### config.mk
export PLATFORM = sky130hd
export DESIGN_NAME = uart_tx
export DESIGN_NICKNAME = d
export VERILOG_FILES = /design/src/rtl/uart_tx.sv
export SDC_FILE = /design/constraint.sdc
export NUM_CORES = 1
export LEC_CHECK = 0
export BUFFER_PORTS_ARGS = -buffer_cell sky130_fd_sc_hd__buf_4
export CELL_PAD_IN_SITES_DETAIL_PLACEMENT = 2
export CELL_PAD_IN_SITES_GLOBAL_PLACEMENT = 2
export CORE_MARGIN = 4
export CORE_UTILIZATION = 32
export DETAILED_ROUTE_END_ITERATION = 6
export PLACE_DENSITY = 0.76
export SETUP_SLACK_MARGIN = 0.15
export SLEW_MARGIN = 0
export SYNTH_ARGS = -nofsm -noshare
export SYNTH_HDL_FRONTEND = slang
export SYNTH_SLANG_ARGS = --single-unit
### constraint.sdc
create_clock -name CLK -period 1.9 [get_ports CLK]
set_input_delay 0.38 -clock CLK [delete_from_list [all_inputs] [get_ports CLK]]
set_output_delay 0.38 -clock CLK [all_outputs]
set_load 0.01 [all_outputs]
### src/rtl/uart_tx.sv
// uart_tx: UART transmitter. Serialises a latched word as start, WIDTH data
// bits (LSB first), optional parity and stop, one bit per CLK cycle.
`default_nettype none

module uart_tx #(
  parameter int WIDTH = 8
) (
  input  logic             CLK,
  input  logic             RST,
  input  logic [WIDTH-1:0] P_DATA,
  input  logic             Data_Valid,
  input  logic             PAR_EN,
  input  logic             PAR_TYP,
  output logic             TX_OUT,
  output logic             Busy
);

  localparam int CNT_W = $clog2(WIDTH);
  localparam logic [CNT_W-1:0] LAST_BIT = CNT_W'(WIDTH - 1);

  localparam logic [2:0] IDLE   = 3'd0;
  localparam logic [2:0] START  = 3'd1;
  localparam logic [2:0] DATA   = 3'd2;
  localparam logic [2:0] PARITY = 3'd3;
  localparam logic [2:0] STOP   = 3'd4;

  logic [2:0]       state;
  logic [CNT_W-1:0] bit_cnt;
  logic [CNT_W-1:0] next_idx;
  logic [WIDTH-1:0] data_reg;
  logic             par_en_reg;
  logic             par_typ_reg;
  logic             parity_bit;

  assign next_idx   = bit_cnt + 1'b1;
  assign parity_bit = (^data_reg) ^ par_typ_reg;

  // TX_OUT and Busy are loaded with the value belonging to the state being
  // entered, so both come straight from flops with no output decode.
  always_ff @(posedge CLK or negedge RST) begin
    if (!RST) begin
      state       <= IDLE;
      bit_cnt     <= '0;
      data_reg    <= '0;
      par_en_reg  <= 1'b0;
      par_typ_reg <= 1'b0;
      TX_OUT      <= 1'b1;
      Busy        <= 1'b0;
    end else begin
      case (state)
        IDLE: begin
          TX_OUT <= 1'b1;
          Busy   <= 1'b0;
          if (Data_Valid) begin
            data_reg    <= P_DATA;
            par_en_reg  <= PAR_EN;
            par_typ_reg <= PAR_TYP;
            state       <= START;
            TX_OUT      <= 1'b0;
            Busy        <= 1'b1;
          end
        end
        START: begin
          state   <= DATA;
          bit_cnt <= '0;
          TX_OUT  <= data_reg[0];
          Busy    <= 1'b1;
        end
        DATA: begin
          Busy    <= 1'b1;
          bit_cnt <= next_idx;
          if (bit_cnt == LAST_BIT) begin
            if (par_en_reg) begin
              state  <= PARITY;
              TX_OUT <= parity_bit;
            end else begin
              state  <= STOP;
              TX_OUT <= 1'b1;
            end
          end else begin
            TX_OUT <= data_reg[next_idx];
          end
        end
        PARITY: begin
          state  <= STOP;
          TX_OUT <= 1'b1;
          Busy   <= 1'b1;
        end
        STOP: begin
          state  <= IDLE;
          TX_OUT <= 1'b1;
          Busy   <= 1'b0;
        end
        default: begin
          state  <= IDLE;
          TX_OUT <= 1'b1;
          Busy   <= 1'b0;
        end
      endcase
    end
  end

endmodule

`default_nettype wire
==> results of run 1 <==
[synth_stat cells, drive strengths merged]
master | n | area, sq um
o21ai | 6 | 33.78
nor2b | 4 | 25.02
nor3b | 1 | 7.510
mux2 | 11 | 123.9
xnor2 | 2 | 17.52
a21oi | 3 | 15.01
mux2i | 2 | 20.02
mux4 | 2 | 52.55
nor2 | 3 | 11.26
xor2 | 1 | 8.760
a21o | 1 | 7.510
nor3 | 2 | 10.01
or2 | 1 | 6.260
nand2b | 1 | 6.260
inv | 1 | 3.750
a31oi | 1 | 6.260
clkbuf | 2 | 7.510
xor3 | 1 | 23.77
o211ai | 1 | 7.510
ha | 2 | 25.02
nand3 | 1 | 5.000
xnor3 | 1 | 22.52
dfrtp | 17 | 425.4
buf | 1 | 5.000
nand2 | 5 | 18.77
dfstp | 1 | 26.28
[cells by family after synthesis]
| family | after synthesis | synth area share |
|---|---|---|
| simple gates | 18 | 0.09770 |
| compound gates | 12 | 0.07599 |
| mux | 15 | 0.2130 |
| fa+ha+maj | 2 | 0.02713 |
| flops | 18 | 0.4898 |
| xor+xnor | 5 | 0.07870 |
| buf+inv | 4 | 0.01763 |
[metrics by stage]
step	setup TNS [ns]	hold WS [ns]	std cells	total power [uW]	area, sq um
5_1_grt	-0.09411	0.2834	128	2274	1164
4_1_cts	-0.05033	0.2879	126	2114	1149
3_3_place_gp	0	0.2620	120	1777	1095
2_1_floorplan	0	0.08441	74	1545	933.4
6_report	-0.02978	0.2947	128	2101	1164
3_5_place_dp	-0.04308	0.2699	120	1854	1095
[repair_timing]
action | 4_1_cts | 5_1_grt
buffers inserted | 1 | 2
setup endpoints to repair | 1 | 1
hold buffers | 1 | 0
endpoints found under the hold margin | 17 | 0
pin swaps | 1 | 1
resized for setup | 0 | 0
[critical path, cell delays in order, from the launching register on]
cell and delay, ns:
dfrtp_1 0.40, ha_2 0.21, ha_4 0.28, mux4_2 0.49, mux2_4 0.28, o21ai_2 0.11
o211ai_1 0.09
[where the power goes]
part / internal [uW] / leakage, uW / switching [uW] / total [uW]
sequential: 576 / 0.000216 / 170 / 746
combinational: 706 / 0.000285 / 414 / 1120
clock: 117 / 0.0000210 / 118 / 235
[area by class of cell]
class                      count  area share
timing repair buffer          22      0.1441
multi-input combinational     52      0.4000
clock buffer                   4     0.03118
sequential                    18      0.3882
inverter                       1    0.003226
tap                           31     0.03333
[worst paths after layout]
| check | slack, ns | start | cells past startpoint | endpoint |
|---|---|---|---|---|
| setup / recovery | -0.03 | bit_cnt[1]$_DFFE_PN0P_ | 6 | TX_OUT$_DFF_PN1_ |
| setup reg to reg | -0.03 | bit_cnt[1]$_DFFE_PN0P_ | 6 | TX_OUT$_DFF_PN1_ |
| min in group asynchronous | 0.48 | RST | 2 | bit_cnt[1]$_DFFE_PN0P_ |
| hold / removal | 0.29 | PAR_EN | 3 | par_en_reg$_DFFE_PN0P_ |
| hold reg to reg | 0.54 | par_typ_reg$_DFFE_PN0P_ | 1 | par_typ_reg$_DFFE_PN0P_ |
| max in group asynchronous | 1.16 | RST | 2 | TX_OUT$_DFF_PN1_ |
[per-layer routing]
layer | GRT usage | part of all wire
met5 | 0 | 0
met4 | 0.05455 | 0.0069
met1 | 0.1576 | 0.41
met3 | 0.01887 | 0.023
met2 | 0.2048 | 0.56
==> impl_metrics.env, run 1 <==
export IMPL_status="complete, but fails checks"
export IMPL_violations="setup timing"
export IMPL_clkTransAtPathRegs_ns=0.10
export IMPL_ff_latch_area_sq_um=451.7
export IMPL_drt_wl_total_mm=2.021
export IMPL_final_cell_mix="buf_4, dfrtp_1, mux2_2"
export IMPL_finalHoldViolCount=0
export IMPL_fp_dieW_um=61.68
export IMPL_p_per_area_nw_per_um2=1806
export IMPL_grt_pass1_wl_mm=3.367
export IMPL_clock_sinks=18
export IMPL_ant_nets=0
export IMPL_drc=0
export IMPL_critPathLaunchType="flop"
export IMPL_gp_congestion=0.6892
export IMPL_ctsLongestPathBuffers=2
export IMPL_ys_ff_latch=18
export IMPL_diodes=0
export IMPL_fin_skew_ns=0.0004849
export IMPL_hp_class="in2reg"
export IMPL_finalCritPeriodShare=1.016
export IMPL_p_leak_uw=0.0005218
export IMPL_detail_route_iter0_violations=11
export IMPL_worst_setup_path_end_kind="flop"
export IMPL_ios=15
export IMPL_fmax_mhz=518.2
export IMPL_path_class="reg2reg"
export IMPL_avgSynthCellArea_sq_um=12.46
export IMPL_cts_tree="yes"
export IMPL_irDropWorstVdd_v=0.0007246
export IMPL_initial_core_util=0.3344
export IMPL_drv_cap=0
export IMPL_multi_input_area_sq_um=465.4
export IMPL_largest_reg_flops=8
export IMPL_maxSlewViolCount=0
export IMPL_maxSlewHeadroom=0.8109
export IMPL_synth_area_sq_um=922.1
export IMPL_critPathMaxFanout=3
export IMPL_place_detailed_hpwl_mm=1.560
export IMPL_syn_nets=89
export IMPL_grt_setup_unrepaired="yes"
export IMPL_nets=113
export IMPL_final_util=0.4220
export IMPL_via_per_inst=5.047
export IMPL_grt_max_degree=19
export IMPL_cts_made_buffers=3
export IMPL_grt_pass1_vias=744
export IMPL_cts_htree_levels=1
export IMPL_root_buffer="clkbuf_4"
export IMPL_worst_slack_ns=-0.02978
export IMPL_drt_wirelength_per_cell_um=15.79
export IMPL_synth_cell_types=27
export IMPL_yosysWarnings=0
export IMPL_drt_pass1_iterations=2
export IMPL_layout_drive_gt1_share=0.4433
export IMPL_required_ns=2.11
export IMPL_rows=19
export IMPL_fillCellCount=293
export IMPL_die_h_um=61.68
export IMPL_areaGrowthSynthToFinish_pct=26.19
export IMPL_cp_arrival_ns=2.14
export IMPL_track_usage=0.1232
export IMPL_clkLatencyLatePin_ns=0.29
export IMPL_setup_violations=1
export IMPL_final_common_cell="buf_4"
export IMPL_syn_inst=74
export IMPL_antenna_found_initial=0
export IMPL_num_vias=646
export IMPL_max_slew_worst_pin_slew_ns=0.2836
export IMPL_final_min_clock_period_ns=1.930
export IMPL_grt_overflow=0
export IMPL_ys_seq_area_frac=0.4898
export IMPL_port_buffers=14
export IMPL_design_core_area_sq_um=2758
export IMPL_die_area_sq_um=3804
export IMPL_post_place_ws_ns=-0.04308
Power figures use the tool's default switching activity.
==> run 2, diff against run 1 <==
--- a/config.mk
+++ b/config.mk
@@ -11,6 +11,7 @@
 export CORE_MARGIN = 4
 export CORE_UTILIZATION = 32
 export DETAILED_ROUTE_END_ITERATION = 6
+export MAX_ROUTING_LAYER = met4
 export PLACE_DENSITY = 0.76
 export SETUP_SLACK_MARGIN = 0.15
 export SLEW_MARGIN = 0
==> constraint.sdc (replaced) <==
create_clock -name CLK -period 1.75 [get_ports CLK]
set_input_delay 0.35 -clock CLK [delete_from_list [all_inputs] [get_ports CLK]]
set_output_delay 0.35 -clock CLK [all_outputs]
set_load 0.01 [all_outputs]
==> impl_metrics.env, run 2 (synthesized netlist as in run 1, its figures left out) <==
export IMPL_status="complete, but fails checks"
export IMPL_violations="setup timing"
export IMPL_cts_tree="yes"
export IMPL_final_cell_mix="buf_4, dfrtp_1, mux2_2"
export IMPL_track_usage=0.1363
export IMPL_cp_arrival_ns=2.16
export IMPL_hold_depth=3
export IMPL_maxSlewHeadroom=0.7967
export IMPL_maxSlewViolCount=0
export IMPL_tns_ns=-0.1988
export IMPL_crit_start="bit_cnt[0]$_DFFE_PN0P_"
export IMPL_drc=0
export IMPL_rows=19
export IMPL_clkLatencyLatePin_ns=0.29
export IMPL_antenna_found_initial=0
export IMPL_port_buffers=14
export IMPL_critPathMaxFanout=3
export IMPL_worst_slack_ns=-0.1988
export IMPL_worstPathCellList="ha_2, ha_4, mux4_2, mux2_4, o21ai_2, o211ai_1"
export IMPL_grt_setup_unrepaired="yes"
export IMPL_required_ns=1.96
export IMPL_hp_class="in2reg"
export IMPL_drt_pass1_iterations=4
export IMPL_fp_dieW_um=61.68
export IMPL_die_h_um=61.68
export IMPL_grt_pass1_wl_mm=3.567
export IMPL_path_class="reg2reg"
export IMPL_cts_made_buffers=3
export IMPL_whs_ns=0.2637
export IMPL_gp_congestion=0.6966
export IMPL_worstHoldStart="PAR_EN"
export IMPL_grt_max_degree=19
export IMPL_drv_cap=0
export IMPL_clock_sinks=18
export IMPL_post_place_cells=120
export IMPL_design_core_area_sq_um=2758
export IMPL_worst_setup_path_end_kind="flop"
export IMPL_grt_overflow=0
export IMPL_ios=15
export IMPL_max_slew_worst_pin_slew_ns=0.3049
export IMPL_worst_path_max_delay_cell="mux4_2"
export IMPL_fillCellCount=290
export IMPL_worstRegToRegCells=6
export IMPL_irDropWorstVdd_v=0.0007906
export IMPL_critical_path_max_stage_delay_ns=0.49
export IMPL_clkTransAtPathRegs_ns=0.11
export IMPL_grt_pass1_vias=759
export IMPL_finalCritPeriodShare=1.114
export IMPL_via_per_inst=5.134
export IMPL_final_common_cell="buf_4"
export IMPL_num_vias=652
export IMPL_layout_drive_gt1_share=0.4375
export IMPL_die_area_sq_um=3804
export IMPL_root_buffer="clkbuf_4"
export IMPL_p_leak_uw=0.0005167
export IMPL_largest_reg_flops=8
export IMPL_drt_wirelength_per_cell_um=17.03
export IMPL_finalNonFillerCells=127
export IMPL_cts_htree_levels=1
export IMPL_fin_skew_ns=0.001618
export IMPL_critPathLaunchType="flop"
export IMPL_nets=112
export IMPL_initial_core_util=0.3344
export IMPL_detail_route_iter0_violations=8
export IMPL_setup_violations=1
export IMPL_final_min_clock_period_ns=1.949
export IMPL_place_detailed_hpwl_mm=1.559
export IMPL_p_per_area_nw_per_um2=1985
export IMPL_areaGrowthSynthToFinish_pct=25.37
export IMPL_rr_startpoint="bit_cnt[0]$_DFFE_PN0P_"
export IMPL_ant_nets=0
export IMPL_diodes=0
export IMPL_final_util=0.4192
export IMPL_drt_wl_total_mm=2.163
export IMPL_fmax_mhz=513.1
export IMPL_post_place_ws_ns=-0.1982
export IMPL_finalHoldViolCount=0
export IMPL_ctsLongestPathBuffers=2
-- run 2: timing repair --
| action | 4_1_cts | 5_1_grt |
|---|---|---|
| endpoints found under the setup margin | 1 | 1 |
| pin swaps | 1 | 2 |
| setup buffers | 1 | 1 |
| endpoints found under the hold margin | 17 | 0 |
| hold buffers | 1 | 0 |
| gates resized for setup | 0 | 0 |
-- run 2: path summary, 6_finish.rpt --
path / endpoint / slack [ns]
setup reg to reg: TX_OUT$_DFF_PN1_ / -0.20
min in group asynchronous: data_reg[3]$_DFFE_PN0P_ / 0.45
max in group asynchronous: TX_OUT$_DFF_PN1_ / 1.04
setup / recovery: TX_OUT$_DFF_PN1_ / -0.20
hold reg to reg: par_typ_reg$_DFFE_PN0P_ / 0.55
hold / removal: par_en_reg$_DFFE_PN0P_ / 0.26
-- run 2: per-stage QoR --
step | instance area [sq um] | total power [uW]
finish | 1156 | 2295
global route | 1156 | 2478
CTS | 1149 | 2291
detailed placement | 1095 | 2007
global placement | 1095 | 1929
floorplan | 933.4 | 1678
-- run 2: routing by layer --
metal  vias up  global-route usage  share of wire  routed length [um]
met1       333              0.1599           0.41                 889
met3         2             0.01887          0.019                  41
met2         8              0.2332           0.56                1219
li1        309                   -              -                   -
met4         0             0.05455         0.0055                  12
met5         -                   -              0                   0
-- run 2: cell type report --
type,count,area [sq um],area share
Tap cell,31,38.79,0.03355
Timing Repair Buffer,21,160.2,0.1385
Inverter,1,3.754,0.003247
Multi-Input combinational cell,52,465.4,0.4026
Sequential cell,18,451.7,0.3907
Clock buffer,4,36.28,0.03139
-- run 2: worst max-delay path: cells and delay by family (launching register included) --
family	cells	cell delay [ns]
AOI/OAI and AO/OA	2	0.20
adders and majority gates	2	0.50
DFF	1	0.41
muxes	2	0.77
-- run 2: where the power goes --
part           total [uW]  internal, uW  switching (uW)
combinational        1210           756             456
clock                 258           127             131
sequential            825           625             200
total                2300          1510             787
